===== src/rtl/axi4_ring_wr_dma.sv =====
// Write-side DMA that drains a stream FIFO into a power-of-two ring in memory.
// AXI4 INCR bursts, bounded outstanding bursts, sticky B error, fill interrupt.
module axi4_ring_wr_dma #(
  parameter int AW              = 49,
  parameter int DW              = 128,
  parameter int IDW             = 6,
  parameter int BURST_BEATS     = 2,
  parameter int MAX_OUTSTANDING = 4,
  parameter int LVL_W           = 10
) (
  input  logic             clk,
  input  logic             rst_n,
  input  logic             cfg_enable,
  input  logic [AW-1:0]    cfg_baseaddr,
  input  logic [31:0]      cfg_size,
  input  logic [31:0]      cfg_intr_thresh,
  input  logic             cfg_err_clr,
  input  logic [31:0]      host_rdptr,
  output logic [31:0]      wrptr,
  output logic             busy,
  output logic             err,
  output logic [AW-1:0]    err_addr,
  output logic             intr,
  input  logic [DW-1:0]    src_tdata,
  input  logic             src_tvalid,
  output logic             src_tready,
  input  logic [LVL_W-1:0] src_level,
  output logic [IDW-1:0]   m_awid,
  output logic [AW-1:0]    m_awaddr,
  output logic [7:0]       m_awlen,
  output logic [2:0]       m_awsize,
  output logic [1:0]       m_awburst,
  output logic             m_awlock,
  output logic [3:0]       m_awcache,
  output logic [2:0]       m_awprot,
  output logic [3:0]       m_awqos,
  output logic             m_awvalid,
  input  logic             m_awready,
  output logic [DW-1:0]    m_wdata,
  output logic [DW/8-1:0]  m_wstrb,
  output logic             m_wlast,
  output logic             m_wvalid,
  input  logic             m_wready,
  input  logic [IDW-1:0]   m_bid,
  input  logic [1:0]       m_bresp,
  input  logic             m_bvalid,
  output logic             m_bready
);

  localparam int BB = BURST_BEATS * DW / 8;
  localparam int BW = (BURST_BEATS > 1) ? $clog2(BURST_BEATS) : 1;
  localparam int OW = 16;

  typedef enum logic [1:0] {IDLE, RUN, DRAIN} state_t;

  state_t        state;
  logic [31:0]   aw_ptr;
  logic [OW-1:0] owed;
  logic [3:0]    outst;
  logic [BW-1:0] beat;

  logic          owing;
  logic          w_fire;
  logic          b_fire;
  logic          b_ok;
  logic          ring_ok;
  logic          lvl_ok;
  logic          outst_ok;
  logic          aw_go;
  logic          thr_hit;
  logic [31:0]   wr_next;
  logic [31:0]   ring_off;
  logic [31:0]   wr_off;
  logic          unused_b;

  assign m_awid    = '0;
  assign m_awlen   = 8'(BURST_BEATS - 1);
  assign m_awsize  = 3'($clog2(DW / 8));
  assign m_awburst = 2'b01;
  assign m_awlock  = 1'b0;
  assign m_awcache = 4'b0000;
  assign m_awprot  = 3'b000;
  assign m_awqos   = 4'b0000;
  assign m_wstrb   = '1;
  assign m_bready  = 1'b1;
  assign m_wdata   = src_tdata;

  assign busy     = (state != IDLE);
  assign owing    = (owed != '0);
  assign m_wvalid = src_tvalid & owing;
  assign src_tready = m_wready & owing;
  assign w_fire   = src_tvalid & m_wready & owing;
  assign m_wlast  = (beat == BW'(BURST_BEATS - 1));

  assign b_fire   = m_bvalid;
  assign b_ok     = ~m_bresp[1];
  assign wr_next  = wrptr + 32'(BB);
  assign thr_hit  = (cfg_intr_thresh != 32'd0) &&
                    ((wr_next - host_rdptr) >= cfg_intr_thresh);
  assign ring_off = aw_ptr & (cfg_size - 32'd1);
  assign wr_off   = wrptr & (cfg_size - 32'd1);
  assign unused_b = ^{m_bid, m_bresp[0]};

  // Modulo-2^32 distance keeps the ring check valid across pointer wrap.
  assign ring_ok  = (cfg_size - (aw_ptr - host_rdptr)) >= 32'(BB);
  assign lvl_ok   = 32'(src_level) >= 32'(owed) + 32'(BURST_BEATS);
  assign outst_ok = outst < 4'(MAX_OUTSTANDING);
  assign aw_go    = (state == RUN) && cfg_enable && !err &&
                    ring_ok && lvl_ok && outst_ok &&
                    (!m_awvalid || m_awready);

  always_ff @(posedge clk) begin
    if (!rst_n) begin
      state     <= IDLE;
      aw_ptr    <= '0;
      owed      <= '0;
      outst     <= '0;
      beat      <= '0;
      m_awvalid <= 1'b0;
      m_awaddr  <= '0;
      wrptr     <= '0;
      err       <= 1'b0;
      err_addr  <= '0;
      intr      <= 1'b0;
    end else begin
      unique case (state)
        IDLE:    if (cfg_enable && !err) state <= RUN;
        RUN:     if (!cfg_enable || err) state <= DRAIN;
        DRAIN:   if (outst == '0 && owed == '0 && !m_awvalid)
                   state <= IDLE;
        default: state <= IDLE;
      endcase

      if (aw_go) begin
        m_awvalid <= 1'b1;
        m_awaddr  <= cfg_baseaddr + AW'(ring_off);
        aw_ptr    <= aw_ptr + 32'(BB);
      end else if (m_awready) begin
        m_awvalid <= 1'b0;
      end

      owed  <= owed + (aw_go ? OW'(BURST_BEATS) : OW'(0))
                    - (w_fire ? OW'(1) : OW'(0));
      outst <= outst + {3'b000, aw_go} - {3'b000, b_fire};

      if (w_fire)
        beat <= m_wlast ? '0 : beat + BW'(1);

      intr <= 1'b0;
      if (b_fire && b_ok) begin
        wrptr <= wr_next;
        intr  <= thr_hit;
      end

      // Bursts retire in order, so wrptr points at the failing burst.
      if (b_fire && !b_ok && !err) begin
        err      <= 1'b1;
        err_addr <= cfg_baseaddr + AW'(wr_off);
        intr     <= 1'b1;
      end else if (cfg_err_clr && state == IDLE) begin
        err <= 1'b0;
      end
    end
  end

endmodule


===== config.mk =====
export PLATFORM = sky130hd
export DESIGN_NAME = axi4_ring_wr_dma
export DESIGN_NICKNAME = d
export VERILOG_FILES = /design/src/rtl/axi4_ring_wr_dma.sv
export SDC_FILE = /design/constraint.sdc
export NUM_CORES = 1
export LEC_CHECK = 0
export BUFFER_PORTS_ARGS = -buffer_cell sky130_fd_sc_hd__buf_2
export CORE_AREA = 4 4 234 236
export CTS_CLUSTER_SIZE = 28
export DETAILED_ROUTE_END_ITERATION = 10
export DIE_AREA = 0 0 238 240
export HOLD_SLACK_MARGIN = 0.12
export PLACE_DENSITY = 0.63
export SLEW_MARGIN = 20
export SYNTH_ARGS = -nofsm -noshare
export SYNTH_HDL_FRONTEND = slang
export SYNTH_SLANG_ARGS = --single-unit

===== constraint.sdc =====
create_clock -name clk -period 10.5 [get_ports clk]
set_input_delay 1.05 -clock clk [delete_from_list [all_inputs] [get_ports clk]]
set_output_delay 1.05 -clock clk [all_outputs]
set_load 0.01 [all_outputs]

* Yosys cells after proc, flatten, opt, wreduce, memory -nomap -nowiden
Index checks and enable logic that the tools add are counted.
** Word-level totals
- Bits in registers :: 188
- Input bits :: 299
- Output and inout bits :: 313
- Logic and storage cells :: 82
** Cells by class
- Add/sub/neg operators :: 14
- $lt $le $gt $ge :: 4
- Equality and inequality tests :: 5
- Muxes and demuxes :: 13
- Bitwise gates (word level) :: 7
- Reductions and logical operators :: 28
** Operators by type and width (number)
- 49-bit by 32-bit adder with 49-bit output :: 2
- 32-bit subtractor :: 3
- 32-bit by 6-bit adder with 32-bit output (second input constant) :: 2
- 32-bit AND :: 2
- 32-bit >= comparator :: 1
- 32-bit by 6-bit >= comparator with 1-bit output (second input constant) :: 1
- 32-bit nonzero test :: 1
- 32-bit by 1-bit subtractor with 32-bit output (second input constant) :: 1
- 16-bit by 2-bit adder with 17-bit output (second input constant) :: 1
- 10-bit by 17-bit >= comparator with 1-bit output :: 1
- 16-bit by 2-bit adder with 16-bit output :: 1
- 16-bit logical NOT :: 1
- 16-bit nonzero test :: 1
- 16-bit by 1-bit subtractor with 16-bit output :: 1
- 1-bit logical AND :: 14
- 1-bit 2-to-1 mux :: 8
- 2-bit 2-to-1 mux :: 4
- 2-bit one-hot mux with 3 select lines :: 1
- 2-bit nonzero test :: 3
- 4-bit by 1-bit adder with 4-bit output :: 1
- 1-bit AND :: 4
- 4-bit logical NOT :: 1
- 4-bit by 3-bit less-than comparator with 1-bit output (second input constant) :: 1
- 2-bit inequality test (second input constant) :: 2
- 10 further kinds :: 13

* Logic depth before layout (Yosys ltp)
Gate-level depths: netlist of the first run.
- Depth after elaboration :: 10
- Depth in mapped cells :: 34
- Mapped depth without buffers :: 31

* Least setup slack after synthesis of the first run
OpenSTA, ideal clock, no wires.
- Kind :: input to register
- From :: in cfg_size[18]
- To :: reg owed[15]
- Library setup time :: 0.115 ns
- Arrival :: 7.483 ns
- Required time :: 10.385 ns
- Setup slack :: 2.902 ns
- Cell stages on the path :: 34
- Buffers on the path :: 3
- Cell sequence :: inv_1 -> fa_1 -> inv_1 -> ha_1 -> clkbuf_1 -> nand2_1 -> o21ai_0 -> o221ai_1 -> nor4_1 -> o2111ai_1 -> or4_1 -> a2111oi_0 -> nand4_1 -> nor4_1 -> clkbuf_1 -> buf_2 -> nor2_1 -> inv_1 -> ha_1 -> inv_1 -> ha_1 -> inv_1 -> fa_1 -> o21bai_1 -> a21oi_1 -> o21bai_1 -> a21oi_1 -> o21bai_1 -> a21oi_1 -> o21bai_1 -> a2111oi_0 -> o41ai_1 -> xnor2_1 -> and2_1
** On the way
- Cells in the longest elaborated chain, start to end :: 9
** RTL lines
- start: declaration :: RTL line 15 : input logic [31:0] cfg_size,
- 32-bit subtractor :: RTL line 105 : assign ring_ok = (cfg_size - (aw_ptr - host_rdptr)) >= 32'(BB);
- 32-bit by 6-bit >= comparator with 1-bit output :: RTL line 105
- 1-bit logical AND :: RTL line 108 : assign aw_go = (state == RUN) && cfg_enable && !err &&
- 1-bit logical AND (3 in a row) :: RTL line 109 : ring_ok && lvl_ok && outst_ok &&
- 2-bit 2-to-1 mux :: RTL line 142 : owed <= owed + (aw_go ? OW'(BURST_BEATS) : OW'(0))
- 16-bit by 2-bit adder with 16-bit output :: RTL line 142
- 16-bit by 1-bit subtractor with 16-bit output :: RTL line 143 : - (w_fire ? OW'(1) : OW'(0));
- end signal: assignment :: RTL line 142
- end: declaration :: RTL line 58 : logic [OW-1:0] owed;
No other way between the ends.
A chain may end at the register's enable or synchronous reset.

* Worst setup path in the final report of the first run
- From :: in cfg_size[26]
- To :: reg owed[15]
The elaborated chain is that of the path after synthesis.

==> results of run 1 <==
-- where the power goes --
group / internal [mW] / switching (mW) / total [mW]
registers: 0.721 / 0.0442 / 0.765
clock network: 0.341 / 0.334 / 0.675
logic: 0.377 / 0.513 / 0.889
total: 1.44 / 0.891 / 2.33
-- worst reg2reg max path: cells and delay by family (launching register included) --
family | cells | cell delay [ns]
DFF | 1 | 0.38
buffers and inverters | 4 | 0.38
xor gates and xnor gates | 1 | 0.15
AOI/OAI and AO/OA | 14 | 4.03
adders and majority gates | 5 | 1.47
and+or+nand+nor | 5 | 1.76
-- per-stage QoR --
step                      instance area [um2]  power [mW]
after floorplan                         18500        1.49
after global placement                  19300        1.66
after detailed placement                19300        1.66
after CTS                               19900        2.35
after global routing                    19900        2.49
final                                   19900        2.33
-- path summary, 6_finish.rpt --
kind / from / endpoint / slack (ns) / cells after the start
hold reg to reg: err_addr[18]$_SDFFE_PN0P_ / err_addr[18]$_SDFFE_PN0P_ / 0.45 / 2
setup reg to reg: aw_ptr[26]$_SDFFE_PN0P_ / owed[15]$_SDFF_PN0_ / 2.22 / 29
setup / recovery: cfg_size[26] / owed[15]$_SDFF_PN0_ / 1.83 / 31
hold / removal: err_addr[18]$_SDFFE_PN0P_ / err_addr[18]$_SDFFE_PN0P_ / 0.45 / 2
-- state kept, by name, summed over array words and instances (netlist names) --
name	count
owed	16
outst	4
aw_ptr	27
err	1
err_addr	49
m_awvalid	1
wrptr	27
state	2
m_wlast	1
intr	1
m_awaddr	49
-- area by class of cell --
cell class | count | area [um2]
diodes | 7 | 17.5
flip-flops and latches | 178 | 3560
repair buffers | 306 | 1560
fillers | 5568 | 32500
multi-input cells | 1798 | 12500
well taps | 688 | 861
inverters | 232 | 873
clock buffers | 18 | 439
clock inverters | 14 | 146
-- cell families after synthesis --
kind of cell | synth area share
AOI/OAI and AO/OA | 0.165
xor gates and xnor gates | 0.106
adders and majority gates | 0.171
buffers and inverters | 0.136
DFF | 0.195
muxes | 0.0165
other | 0.000410
and+or+nand+nor | 0.210
-- per-layer routing --
layer	GRT usage	vias up	share of wire
li1	-	8231	-
met1	0.272	7573	0.45
met2	0.341	521	0.46
met3	0.0454	96	0.058
met4	0.0712	2	0.025
met5	0	-	0.00033
-- cell usage after synthesis (16+ instances only) --
cell,n
nand4_1,36
ha_1,202
a21o_1,56
fa_1,30
dfxtp_1,178
nand2_1,183
nor2b_1,61
o21a_1,16
and2_1,20
xnor2_1,137
a21oi_1,188
nand2b_1,30
xor2_1,85
clkbuf_1,62
nand3_1,68
mux2i_1,28
o21bai_1,18
o21ai_0,90
buf_4,181
nor3_1,43
nor2_1,213
inv_1,232
nor4_1,28
a211oi_1,26
and3_1,33
==> flow_metrics.tcl, run 1 <==
set metrics [dict create \
    seq_area_frac_synth 0.195 \
    cts_tree "built" \
    fin_tns_setup_ns 0 \
    max_slew_margin 0.394 \
    finalNonFillerCells 3241 \
    synth_area_per_cell_um2 7.60 \
    required_ns 10.89 \
    drive_gt1_frac 0.147 \
    drtAntennaViolNets 0 \
    initial_core_util 0.349 \
    crit_path_start_kind "input port" \
    io_pins 612 \
    syn2layout_area_growth_pct 8.85 \
    cp_num_buf_inv 6 \
    hold_ws_ns 0.450 \
    std_cell_rows 84 \
    ctsResizeCount 0 \
    dp_slack_ns 1.53 \
    hold_class "flop to flop" \
    power_density_mw_per_mm2 117 \
    final_core_util 0.380 \
    grt_pass1_vias 15600 \
    clock.fmax_mhz 115 \
    criticalPathCategory "input port to flop" \
    final.min_clock_period_ns 8.67 \
    grt_use_total 0.208 \
    final_cell_mix "buf_2 (295), inv_1 (231), nor2_1 (211), ha_1 (202), a21oi_1 (188)" \
    grt_setup_unrepaired "false" \
    cts_made_buffers 17 \
    final_common_cell "buf_2" \
    cts.sinks 178 \
    synthCells 2408 \
    drtPass1Iterations 5 \
    vias 16400 \
    max_stage_delay_ns 0.70 \
    setup_viol 0 \
    synth_top_area_frac 0.195 \
    fp.dieW_um 238 \
    slew_violations 0 \
    cts_htree_levels 4 \
    ys_top_cells_by_area "dfxtp_1 (19%), ha_1 (14%), buf_4 (7.4%)" \
    cts_hold_buf 0 \
    dp_cells 3202 \
    leakage_nw 9.45 \
    cts_buffer_depth 2 \
    drc_errors 0 \
    cp_top_family "compound AO/OA/AOI/OAI gates" \
    synthFlopType "dfxtp_1" \
    antenna_found_initial 11 \
    dp_hpwl_mm 49.7 \
    worstPathMaxFanout 9 \
    die-area_mm2 0.0571 \
    via_per_inst 5.07 \
    drtIter0Drc 1263 \
    coreArea_mm2 0.0524 \
    syn_area_mm2 0.0183 \
    postCtsSetupRepairBufs 0 \
    chipHeight_um 240 \
    worst_slack_ns 1.83 \
    async_flop_share 0 \
    netlist-cell-type-count 72 \
    fin_worst_skew_ns 0.00952 \
    cap_viol_max_count 0 \
    status "finished clean" \
    arrival_ns 9.06 \
    yosysWarnings 0 \
    hold_viol_final 0 \
    gr-total-overflow 0 \
    cts.clk_slew.worst_paths_ns 0.07 \
    ys_ff_latch 178 \
    grt_pass1_wl_mm 91.7 \
    place_congestion 0.918 \
    fin_nets 3064 \
    worst_pin_slew_ns 0.909 \
    finalCritPeriodShare 0.825 \
    wire_per_inst_um 18.9 \
    crit_top_cell "inv_1" \
    drt_wl_total_mm 61.2 \
    root_buffer "clkbuf_16" \
    clock_latency_ns 0.49 \
    ir_drop_mv 0.125 \
    worst_path_max_delay_cell "a2111oi_0" \
    endpoint_kind "flop" \
    portBuffers 295 \
    synth_top_cell_by_area "dfxtp_1" \
    synth_enable_flop_cells 0 \
    grt_max_degree 77 \
]
Note: power is estimated with default switching activity, not from simulation.
==> inputs of run 2 (changes only) <==
- clock period: 10.5 -> 8.1 ns (I/O delays scaled with it)
==> flow_metrics.tcl, run 2 (same netlist as run 1, synthesis figures left out) <==
set metrics [dict create \
    status "finished clean" \
    std_cell_rows 84 \
    syn2layout_area_growth_pct 10.4 \
    ctsResizeCount 0 \
    grt_pass1_wl_mm 91.9 \
    antenna_found_initial 9 \
    dp_hpwl_mm 49.8 \
    leakage_nw 9.63 \
    grt_max_degree 76 \
    grt_use_total 0.208 \
    wire_per_inst_um 18.7 \
    fp.dieW_um 238 \
    cts.clk_slew.worst_paths_ns 0.08 \
    internal_power_mw 1.94 \
    cts_hold_buf 0 \
    criticalPathCategory "input port to flop" \
    io_pins 612 \
    worst_pin_slew_ns 1.02 \
    drtPass1Iterations 5 \
    chipHeight_um 240 \
    dpl_cell_area_mm2 0.0196 \
    hold_ws_ns 0.449 \
    fin_worst_skew_ns 0.0111 \
    worstPathMaxFanout 9 \
    grt_pass1_vias 15900 \
    final.min_clock_period_ns 7.45 \
    final_common_cell "buf_2" \
    cts_tree "built" \
    crit_path_start_kind "input port" \
    coreArea_mm2 0.0524 \
    power_mw 3.12 \
    clockPowerShare 0.292 \
    final_cell_mix "buf_2 (295), inv_1 (231), nor2_1 (211), ha_1 (202), a21oi_1 (188)" \
    setup_viol 0 \
    required_ns 8.50 \
    crit_top_cell "inv_1" \
    drc_errors 0 \
    finalNonFillerCells 3274 \
    hold_class "flop to flop" \
    wirelength_met1_mm 27.5 \
    biggestRegsByFlops "err_addr (49), m_awaddr (49)" \
    cts_buffer_depth 2 \
    grt_setup_unrepaired "false" \
    nFillCells 5557 \
    wl_met2_mm 27.5 \
    initial_core_util 0.349 \
    portBuffers 295 \
    dp_cells 3236 \
    arrival_ns 7.85 \
    gr-total-overflow 0 \
    ir_drop_mv 0.163 \
    endpoint_kind "flop" \
    cts_made_buffers 17 \
    cap_viol_max_count 0 \
    comb_power_share 0.390 \
    drtIter0Drc 1032 \
    vias 16500 \
    worst_path_max_delay_cell "or4_1" \
    die-area_mm2 0.0571 \
    p_sw_frac 0.379 \
    worst_r2r_path_depth 33 \
    clock_latency_ns 0.50 \
    via_per_inst 5.05 \
    drive_gt1_frac 0.158 \
    power_density_mw_per_mm2 155 \
    clock.fmax_mhz 134 \
    cts_htree_levels 4 \
    place_congestion 0.959 \
    hold_depth 2 \
    drtAntennaViolNets 0 \
    worst_slack_ns 0.649 \
    drt_wl_total_mm 61.3 \
    max_stage_delay_ns 0.54 \
    fin_tns_setup_ns 0 \
    dp_slack_ns 0.102 \
    wl_met3_mm 3.80 \
    root_buffer "clkbuf_16" \
    slew_violations 0 \
    max_slew_margin 0.317 \
    cts.sinks 178 \
    finalCritPeriodShare 0.920 \
    highest_layer "met5" \
    switchingPower_mw 1.18 \
    seq_power_share 0.317 \
    final_core_util 0.385 \
    hold_viol_final 0 \
    postCtsSetupRepairBufs 0 \
    finish.instance_area_mm2 0.0202 \
    fin_nets 3098 \
]
-- run 2: final cells by class --
class	count	area, um2	share of cell area
repair buffers	340	1810	0.0898
inverters	232	873	0.0432
flip-flops and latches	178	3560	0.176
clock buffers	17	425	0.0211
clock inverters	15	189	0.00935
well taps	688	861	0.0426
diodes	6	15.0	0.000743
multi-input cells	1798	12500	0.617
-- run 2: layer usage --
metal | vias up | track usage
li1 | 8292 | -
met1 | 7609 | 0.269
met3 | 128 | 0.0494
met2 | 507 | 0.335
met4 | 2 | 0.0901
met5 | - | 0
-- run 2: critical path: cells and delay by family --
family,cells,cell delay [ns]
compound gates,13,2.54
xor+xnor,1,0.10
fa+ha+maj,5,1.77
buf+inv,9,0.99
simple gates,7,1.63
-- run 2: power by group through the flow --
stage / registers, mW / clock network, mW / logic (mW)
after floorplan: 1.01 / 0 / 0.921
after global placement: 1.01 / 0 / 1.20
after detailed placement: 1.01 / 0 / 1.21
after CTS: 0.991 / 0.941 / 1.22
after global routing: 1.00 / 0.969 / 1.37
final: 0.991 / 0.913 / 1.22
-- run 2: path summary, 6_finish.rpt --
check	from	to	slack (ns)
setup / recovery	cfg_size[18]	owed[15]$_SDFF_PN0_	0.65
hold / removal	err_addr[18]$_SDFFE_PN0P_	err_addr[18]$_SDFFE_PN0P_	0.45
setup reg to reg	aw_ptr[18]$_SDFFE_PN0P_	owed[15]$_SDFF_PN0_	0.74
hold reg to reg	err_addr[18]$_SDFFE_PN0P_	err_addr[18]$_SDFFE_PN0P_	0.45
